**src/rtl/snn_pkg.sv**
```systemverilog
// -----------------------------------------------------------------------------
// snn_pkg
// Shared definitions for the spiking-network step scheduler:
//   - state_t        : scheduler FSM states
//   - *_DEF          : default sizing of the datapath
// No ports (package).
// -----------------------------------------------------------------------------
package snn_pkg;

    localparam int N_IN_DEF    = 16;
    localparam int N_OUT_DEF   = 2;
    localparam int T_STEPS_DEF = 100;
    localparam int CNT_W_DEF   = 8;
    localparam int STEP_W_DEF  = 8;

    typedef enum logic [2:0] {
        IDLE    = 3'd0,
        CLEAR   = 3'd1,
        ACCUM   = 3'd2,
        DRAIN   = 3'd3,
        UPDATE  = 3'd4,
        CAPTURE = 3'd5,
        HOLD    = 3'd6,
        DONE    = 3'd7
    } state_t;

endpackage

```
**src/rtl/snn_spike_tally.sv**
```systemverilog
// -----------------------------------------------------------------------------
// snn_spike_tally
// Saturating spike counters, one per output neuron, plus the max-compare that
// produces the winner vector.
// Ports:
//   i_clk, i_rst   clock, synchronous active-high reset
//   i_clr          zero all counters
//   i_capture      add i_spike into the counters (saturating)
//   i_latch        register the winner vector (evaluated on the post-capture
//                  counts, so the final timestep is included)
//   i_win_clr      clear the winner vector
//   i_spike        neuron fire flags
//   o_win          registered winner flags
// -----------------------------------------------------------------------------
module snn_spike_tally #(
    parameter int N_OUT = 2,
    parameter int CNT_W = 8
) (
    input  logic             i_clk,
    input  logic             i_rst,
    input  logic             i_clr,
    input  logic             i_capture,
    input  logic             i_latch,
    input  logic             i_win_clr,
    input  logic [N_OUT-1:0] i_spike,
    output logic [N_OUT-1:0] o_win
);

    localparam logic [CNT_W-1:0] CNT_MAX = {CNT_W{1'b1}};

    logic [CNT_W-1:0] r_cnt     [N_OUT];
    logic [CNT_W-1:0] w_cnt_nxt [N_OUT];
    logic [CNT_W-1:0] w_max;
    logic [N_OUT-1:0] w_win;
    logic [N_OUT-1:0] r_win;

    always_comb begin
        w_max = '0;
        w_win = '0;
        for (int i = 0; i < N_OUT; i++) begin
            w_cnt_nxt[i] = r_cnt[i];
            if (i_capture && i_spike[i] && (r_cnt[i] != CNT_MAX)) begin
                w_cnt_nxt[i] = r_cnt[i] + CNT_W'(1);
            end
            if (w_cnt_nxt[i] > w_max) begin
                w_max = w_cnt_nxt[i];
            end
        end
        // All-zero counts produce no winner; ties light every tied output.
        for (int i = 0; i < N_OUT; i++) begin
            w_win[i] = (w_cnt_nxt[i] == w_max) && (w_max != '0);
        end
    end

    always_ff @(posedge i_clk) begin
        if (i_rst) begin
            for (int i = 0; i < N_OUT; i++) begin
                r_cnt[i] <= '0;
            end
            r_win <= '0;
        end else begin
            for (int i = 0; i < N_OUT; i++) begin
                r_cnt[i] <= i_clr ? '0 : w_cnt_nxt[i];
            end
            if (i_win_clr) begin
                r_win <= '0;
            end else if (i_latch) begin
                r_win <= w_win;
            end
        end
    end

    assign o_win = r_win;

endmodule

```
**src/rtl/snn_step_scheduler.sv**
```systemverilog
// -----------------------------------------------------------------------------
// snn_step_scheduler
// Sequencer for the spiking-network datapath: runs T_STEPS timesteps, each one
// walking all input synapse addresses, then strobing leak/fire and capturing
// the output spikes. Reports winner(s) when the run completes and pauses at
// timestep boundaries when the run switch drops.
//
// state   | meaning
// --------+-----------------------------------------------------------------
// IDLE    | waiting for run=1
// CLEAR   | nrn_clr pulse, counters and step index zeroed
// ACCUM   | syn_addr walks 0..N_IN-1, acc_en follows one cycle later
// DRAIN   | acc_en for the last address
// UPDATE  | upd_en pulse (leak + threshold)
// CAPTURE | spike_in sampled into the tally; decide done / hold / next step
// HOLD    | paused between timesteps, no strobes
// DONE    | done=1, win held until run drops
//
// Ports:
//   i_clk, i_rst    clock, synchronous active-high reset
//   i_run           run switch level
//   o_nrn_clr       neuron clear pulse at run start
//   o_syn_addr      synapse address (memories have 1-cycle read latency)
//   o_acc_en        accumulate strobe, address valid delayed by one cycle
//   o_upd_en        leak/fire strobe
//   i_spike_in      neuron fire flags, valid the cycle after o_upd_en
//   o_step_idx      current timestep
//   o_busy          running (not IDLE/DONE)
//   o_hold          paused at a timestep boundary
//   o_done          run complete
//   o_win           winner flags, valid while o_done=1
// -----------------------------------------------------------------------------
module snn_step_scheduler
    import snn_pkg::*;
#(
    parameter int N_IN    = N_IN_DEF,
    parameter int N_OUT   = N_OUT_DEF,
    parameter int T_STEPS = T_STEPS_DEF,
    parameter int CNT_W   = CNT_W_DEF,
    parameter int STEP_W  = STEP_W_DEF,
    localparam int ADDR_W = (N_IN > 1) ? $clog2(N_IN) : 1
) (
    input  logic              i_clk,
    input  logic              i_rst,
    input  logic              i_run,
    output logic              o_nrn_clr,
    output logic [ADDR_W-1:0] o_syn_addr,
    output logic              o_acc_en,
    output logic              o_upd_en,
    input  logic [N_OUT-1:0]  i_spike_in,
    output logic [STEP_W-1:0] o_step_idx,
    output logic              o_busy,
    output logic              o_hold,
    output logic              o_done,
    output logic [N_OUT-1:0]  o_win
);

    localparam logic [ADDR_W-1:0] ADDR_LAST = ADDR_W'(N_IN - 1);
    localparam logic [STEP_W-1:0] STEP_LAST = STEP_W'(T_STEPS - 1);

    state_t            r_state;
    logic              r_nrn_clr;
    logic [ADDR_W-1:0] r_syn_addr;
    logic              r_acc_en;
    logic              r_upd_en;
    logic [STEP_W-1:0] r_step_idx;
    logic              r_busy;
    logic              r_hold;
    logic              r_done;

    logic w_tally_clr;
    logic w_tally_cap;
    logic w_tally_latch;
    logic w_win_clr;

    // Outputs are registered from the state being entered, so every strobe
    // lines up with the cycle its state occupies.
    always_ff @(posedge i_clk) begin
        if (i_rst) begin
            r_state    <= IDLE;
            r_nrn_clr  <= 1'b0;
            r_syn_addr <= '0;
            r_acc_en   <= 1'b0;
            r_upd_en   <= 1'b0;
            r_step_idx <= '0;
            r_busy     <= 1'b0;
            r_hold     <= 1'b0;
            r_done     <= 1'b0;
        end else begin
            r_nrn_clr <= 1'b0;
            r_acc_en  <= 1'b0;
            r_upd_en  <= 1'b0;
            case (r_state)
                IDLE: begin
                    if (i_run) begin
                        r_state    <= CLEAR;
                        r_nrn_clr  <= 1'b1;
                        r_step_idx <= '0;
                        r_busy     <= 1'b1;
                    end
                end
                CLEAR: begin
                    r_state    <= ACCUM;
                    r_syn_addr <= '0;
                end
                ACCUM: begin
                    r_acc_en <= 1'b1;
                    if (r_syn_addr == ADDR_LAST) begin
                        r_state    <= DRAIN;
                        r_syn_addr <= '0;
                    end else begin
                        r_syn_addr <= r_syn_addr + ADDR_W'(1);
                    end
                end
                DRAIN: begin
                    r_state  <= UPDATE;
                    r_upd_en <= 1'b1;
                end
                UPDATE: begin
                    r_state <= CAPTURE;
                end
                CAPTURE: begin
                    if (r_step_idx == STEP_LAST) begin
                        r_state <= DONE;
                        r_done  <= 1'b1;
                        r_busy  <= 1'b0;
                    end else if (!i_run) begin
                        r_state <= HOLD;
                        r_hold  <= 1'b1;
                    end else begin
                        r_state    <= ACCUM;
                        r_step_idx <= r_step_idx + STEP_W'(1);
                    end
                end
                HOLD: begin
                    if (i_run) begin
                        r_state    <= ACCUM;
                        r_hold     <= 1'b0;
                        r_step_idx <= r_step_idx + STEP_W'(1);
                    end
                end
                DONE: begin
                    // Staying here while run is high forces a switch toggle
                    // before the next run.
                    if (!i_run) begin
                        r_state <= IDLE;
                        r_done  <= 1'b0;
                    end
                end
                default: begin
                    r_state <= IDLE;
                end
            endcase
        end
    end

    assign w_tally_clr   = (r_state == CLEAR);
    assign w_tally_cap   = (r_state == CAPTURE);
    assign w_tally_latch = (r_state == CAPTURE) && (r_step_idx == STEP_LAST);
    assign w_win_clr     = (r_state == DONE) && !i_run;

    snn_spike_tally #(
        .N_OUT (N_OUT),
        .CNT_W (CNT_W)
    ) u_tally (
        .i_clk     (i_clk),
        .i_rst     (i_rst),
        .i_clr     (w_tally_clr),
        .i_capture (w_tally_cap),
        .i_latch   (w_tally_latch),
        .i_win_clr (w_win_clr),
        .i_spike   (i_spike_in),
        .o_win     (o_win)
    );

    assign o_nrn_clr  = r_nrn_clr;
    assign o_syn_addr = r_syn_addr;
    assign o_acc_en   = r_acc_en;
    assign o_upd_en   = r_upd_en;
    assign o_step_idx = r_step_idx;
    assign o_busy     = r_busy;
    assign o_hold     = r_hold;
    assign o_done     = r_done;

endmodule

```
**config.mk**
```make
export PLATFORM = sky130hd
export DESIGN_NAME = snn_step_scheduler
export DESIGN_NICKNAME = d
export VERILOG_FILES = /design/src/rtl/snn_pkg.sv /design/src/rtl/snn_spike_tally.sv /design/src/rtl/snn_step_scheduler.sv
export SDC_FILE = /design/constraint.sdc
export NUM_CORES = 1
export LEC_CHECK = 0
export BUFFER_PORTS_ARGS = -buffer_cell sky130_fd_sc_hd__buf_2
export CAP_MARGIN = 20
export CORE_MARGIN = 2
export CORE_UTILIZATION = 40
export CTS_BUF_LIST = sky130_fd_sc_hd__clkbuf_8
export DETAILED_ROUTE_END_ITERATION = 10
export MAX_ROUTING_LAYER = met4
export SLEW_MARGIN = 20
export SYNTH_ARGS = -nofsm -noshare
export SYNTH_HDL_FRONTEND = slang
export SYNTH_HIERARCHICAL = 1
export SYNTH_SLANG_ARGS = --single-unit
```
**constraint.sdc**
```tcl
create_clock -name i_clk -period 3.15 [get_ports i_clk]
set_clock_uncertainty 0.2 [all_clocks]
set_input_delay 0.63 -clock i_clk [delete_from_list [all_inputs] [get_ports i_clk]]
set_output_delay 0.63 -clock i_clk [all_outputs]
set_load 0.02 [all_outputs]
```
==> out/qor.yml <==
yosys:
  syn-cell-area_um2: 2270
  ys_seq_area_share_pct: 34.3
  yosysWarnings: 6
  syn_nets: 297
  synthArstFlopShare_pct: 0
  yosys-top-cells-area: "dfxtp_1 (34%), ha_1 (6.6%), nor2_1 (6.4%), xor2_1 (4.6%), a21oi_1 (3.5%)"
  synth.largest_area_cell: "dfxtp_1"
  ys_ff_latch: 39
  synth_edf_count: 0
  synth_top_area_share_pct: 34.3
  syn_avg_cell_area_um2: 8.12
  yosysUniqueCellTypes: 48
  synth_ff_type: "dfxtp_1"
  syn_inst: 280
global_routing:
  grt_pass1_wl_mm: 8.77
  grt_pass1_vias: 1975
  grt_usage_pct: 18.0
  grt_antenna_before_repair: 0
  overflow: 0
  grt_start_max_net_pins: 18
die:
  die_h_um: 79.4
  die_w_um: 79.4
  dieArea_um2: 6300
  ios: 25
  initial_core_util_pct: 41.3
  rows: 27
  core_um2: 5510
timing:
  rsz0062_at_grt: "true"
  period_share_pct: 105
  maxSlewHeadroom_pct: 59.5
  fmax_mhz: 302
  timing.final.crit_period_ps: 3310
  tightest_slew_ps: 602
  timing_hold_violations_final: 0
  finalWorstSetupSlack_ps: -159
  finalSetupViolCount: 2
  slew_viol_final: 0
  whs_ps: 289
placed_design:
  gp_congestion: 0.808
  hpwlAfterDp_mm: 3.96
  placed_cell_area_um2: 2700
  place.port_buffers: 24
final_layout:
  multi_input_area_um2: 1490
  final_area_um2: 2950
  area.growth.synth_to_final_pct: 29.6
  diodes: 0
  drive_gt1_share_pct: 31.0
  fill_cells: 527
  final_common_cell: "buf_4"
  final_cell_mix: "buf_4 (39), nor2_1 (38), dfxtp_1 (36)"
  regArea_um2: 785
  final_nets: 361
pwr:
  p_sw_mw: 0.537
  seqPwrFrac_pct: 38.2
  pwr-share-comb_pct: 38.7
  peakVddDrop_uv: 359
  swShare_pct: 36.3
  internal-power_mw: 0.943
  p_clk_share_pct: 23.1
  p_per_area_nw_per_um2: 503
  leakagePower_nw: 1.26
  p_total_mw: 1.48
worst_setup_path:
  critical_path_class: "reg -> reg"
  worstPathRequired_ps: 3130
  path_buf_inv: 2
  startpoint_type: "flop"
  critical-path-max-stage-delay_ps: 550
  path_delay_family: "simple AND/OR/NAND/NOR gates"
  path_cells: "nand2b_4 > or2_4 > inv_6 > buf_6 > nand4_1 > or4b_4 > o21ai_4 > ha_4 > nor2b_1 > o21ai_1 > a31oi_2 > or4_1 > o211ai_2 > a22oi_1"
  cpMaxStageDelayCell: "or4b_4"
  cp_max_fo: 7
  worstSetupEndpointType: "flop"
  cp-startpoint: "r_state[1]"
  cp_data_arrival_time_ps: 3290
  worstReg2RegStart: "r_state[1]"
clock_tree:
  cts_tree: "built"
  cts_sinks: 39
  clk_pin_slew_ps: 80
  clk_path_buf_depth: 2
  clock_latency_ps: 290
  cts_max_level: 2
  root_buffer: "clkbuf_8"
  hold_buffers: 0
  cts_buffers: 5
routing:
  drc: 0
  finalWirelength_mm: 5.31
  via_per_inst: 5.26
  dr.first_iter.drc_count: 73
  wl_per_cell_um: 12.7
  ant_nets: 0
  vias: 2194
  first_pass_iters: 4
hold_path:
  worstHoldStart: "o_busy"
  hold_path_class: "reg -> reg"
status:
  violations: "setup timing"
  run_status: "complete, but fails checks"
run:
  cap_violations: 0
[final timing paths]
check	to	slack, ps	cells past startpoint
max	u_tally/o_win[1]	-160	14
min	o_busy	290	2
max reg2reg	u_tally/o_win[1]	-160	14
min reg2reg	o_busy	290	2
[repair_timing]
item / in CTS / in global routing
pin swaps: 1 / 17
gates resized for setup: 0 / 19
setup endpoints to repair: 2 / 2
setup buffers: 5 / 5
[layer usage]
layer,vias to the layer above,wire length (um),track usage [%]
met2,43,2420,28.5
met4,0,70,5.69
met5,-,0,-
met3,8,191,3.51
li1,1133,-,-
met1,1010,2630,23.4
[synthesized netlist by cell type (2+ instances only)]
cell,n
nand4_1,10
a31oi_1,3
nor3b_1,3
or3_1,4
or4b_4,2
nand3_2,2
dfxtp_1,39
a21oi_1,16
nand2b_1,5
mux2i_1,6
o21ai_4,2
nor2_1,39
or2_2,2
o21ai_2,2
inv_2,2
a22oi_1,2
nand3_1,16
and4_1,2
o211ai_1,5
nor2b_1,3
nor4_1,3
clkbuf_1,6
or4_1,2
nor3_1,7
o21ai_0,14
ha_1,12
nand2_1,19
xnor2_1,4
nor4b_1,2
and3_1,7
xor2_1,12
inv_1,11
[state kept, by name (all words and copies together) (netlist names)]
signal,count
o_hold,1
o_acc_en,1
r_state,3
o_done,1
o_syn_addr,4
o_busy,1
o_upd_en,1
u_tally/r_cnt,16
u_tally/o_win,2
o_nrn_clr,1
o_step_idx,8
[power groups by stage]
stage,clock network [mW],logic [mW],registers [mW]
2_1_floorplan,0,0.337,0.619
3_3_place_gp,0,0.514,0.576
3_5_place_dp,0,0.522,0.578
4_1_cts,0.356,0.538,0.567
5_1_grt,0.379,0.635,0.572
6_report,0.342,0.573,0.566
[cells by family after synthesis]
logic type	after synthesis	synth area share, %
adders and majority gates	12	6.60
AOI/OAI and AO/OA	51	14.5
xor gates and xnor gates	16	6.16
and+or+nand+nor	134	31.5
buffers and inverters	21	3.69
muxes	7	3.14
DFF	39	34.3
[area by class of cell]
class | instances | share of cell area [%]
Timing Repair Buffer | 65 | 14.8
Sequential cell | 39 | 26.6
Multi-Input combinational cell | 220 | 50.7
Clock buffer | 5 | 2.34
Inverter | 13 | 1.83
Tap cell | 72 | 3.06
Clock inverter | 3 | 0.680
[worst register-to-register path, cell delays in order, from the launching register on]
cell	delay [ps]
dfxtp_2	320
nand2b_4	130
or2_4	250
inv_6	90
buf_6	90
nand4_1	110
or4b_4	550
o21ai_4	90
ha_4	220
nor2b_1	130
o21ai_1	140
a31oi_2	110
or4_1	540
o211ai_2	100
a22oi_1	110
[stage by stage]
| step | utilization (%) | TNS (ps) | instances | setup WS, ps |
|---|---|---|---|---|
| finish | 53.5 | -287 | 417 | -159 |
| global route | 53.5 | -505 | 417 | -268 |
| CTS | 51.3 | -144 | 412 | -74.5 |
| detailed placement | 49.0 | -218 | 399 | -110 |
| global placement | 49.0 | -62.0 | 399 | -31.5 |
| floorplan | - | -43.2 | 280 | -21.6 |
No activity file was read; power rests on OpenSTA's default activity.
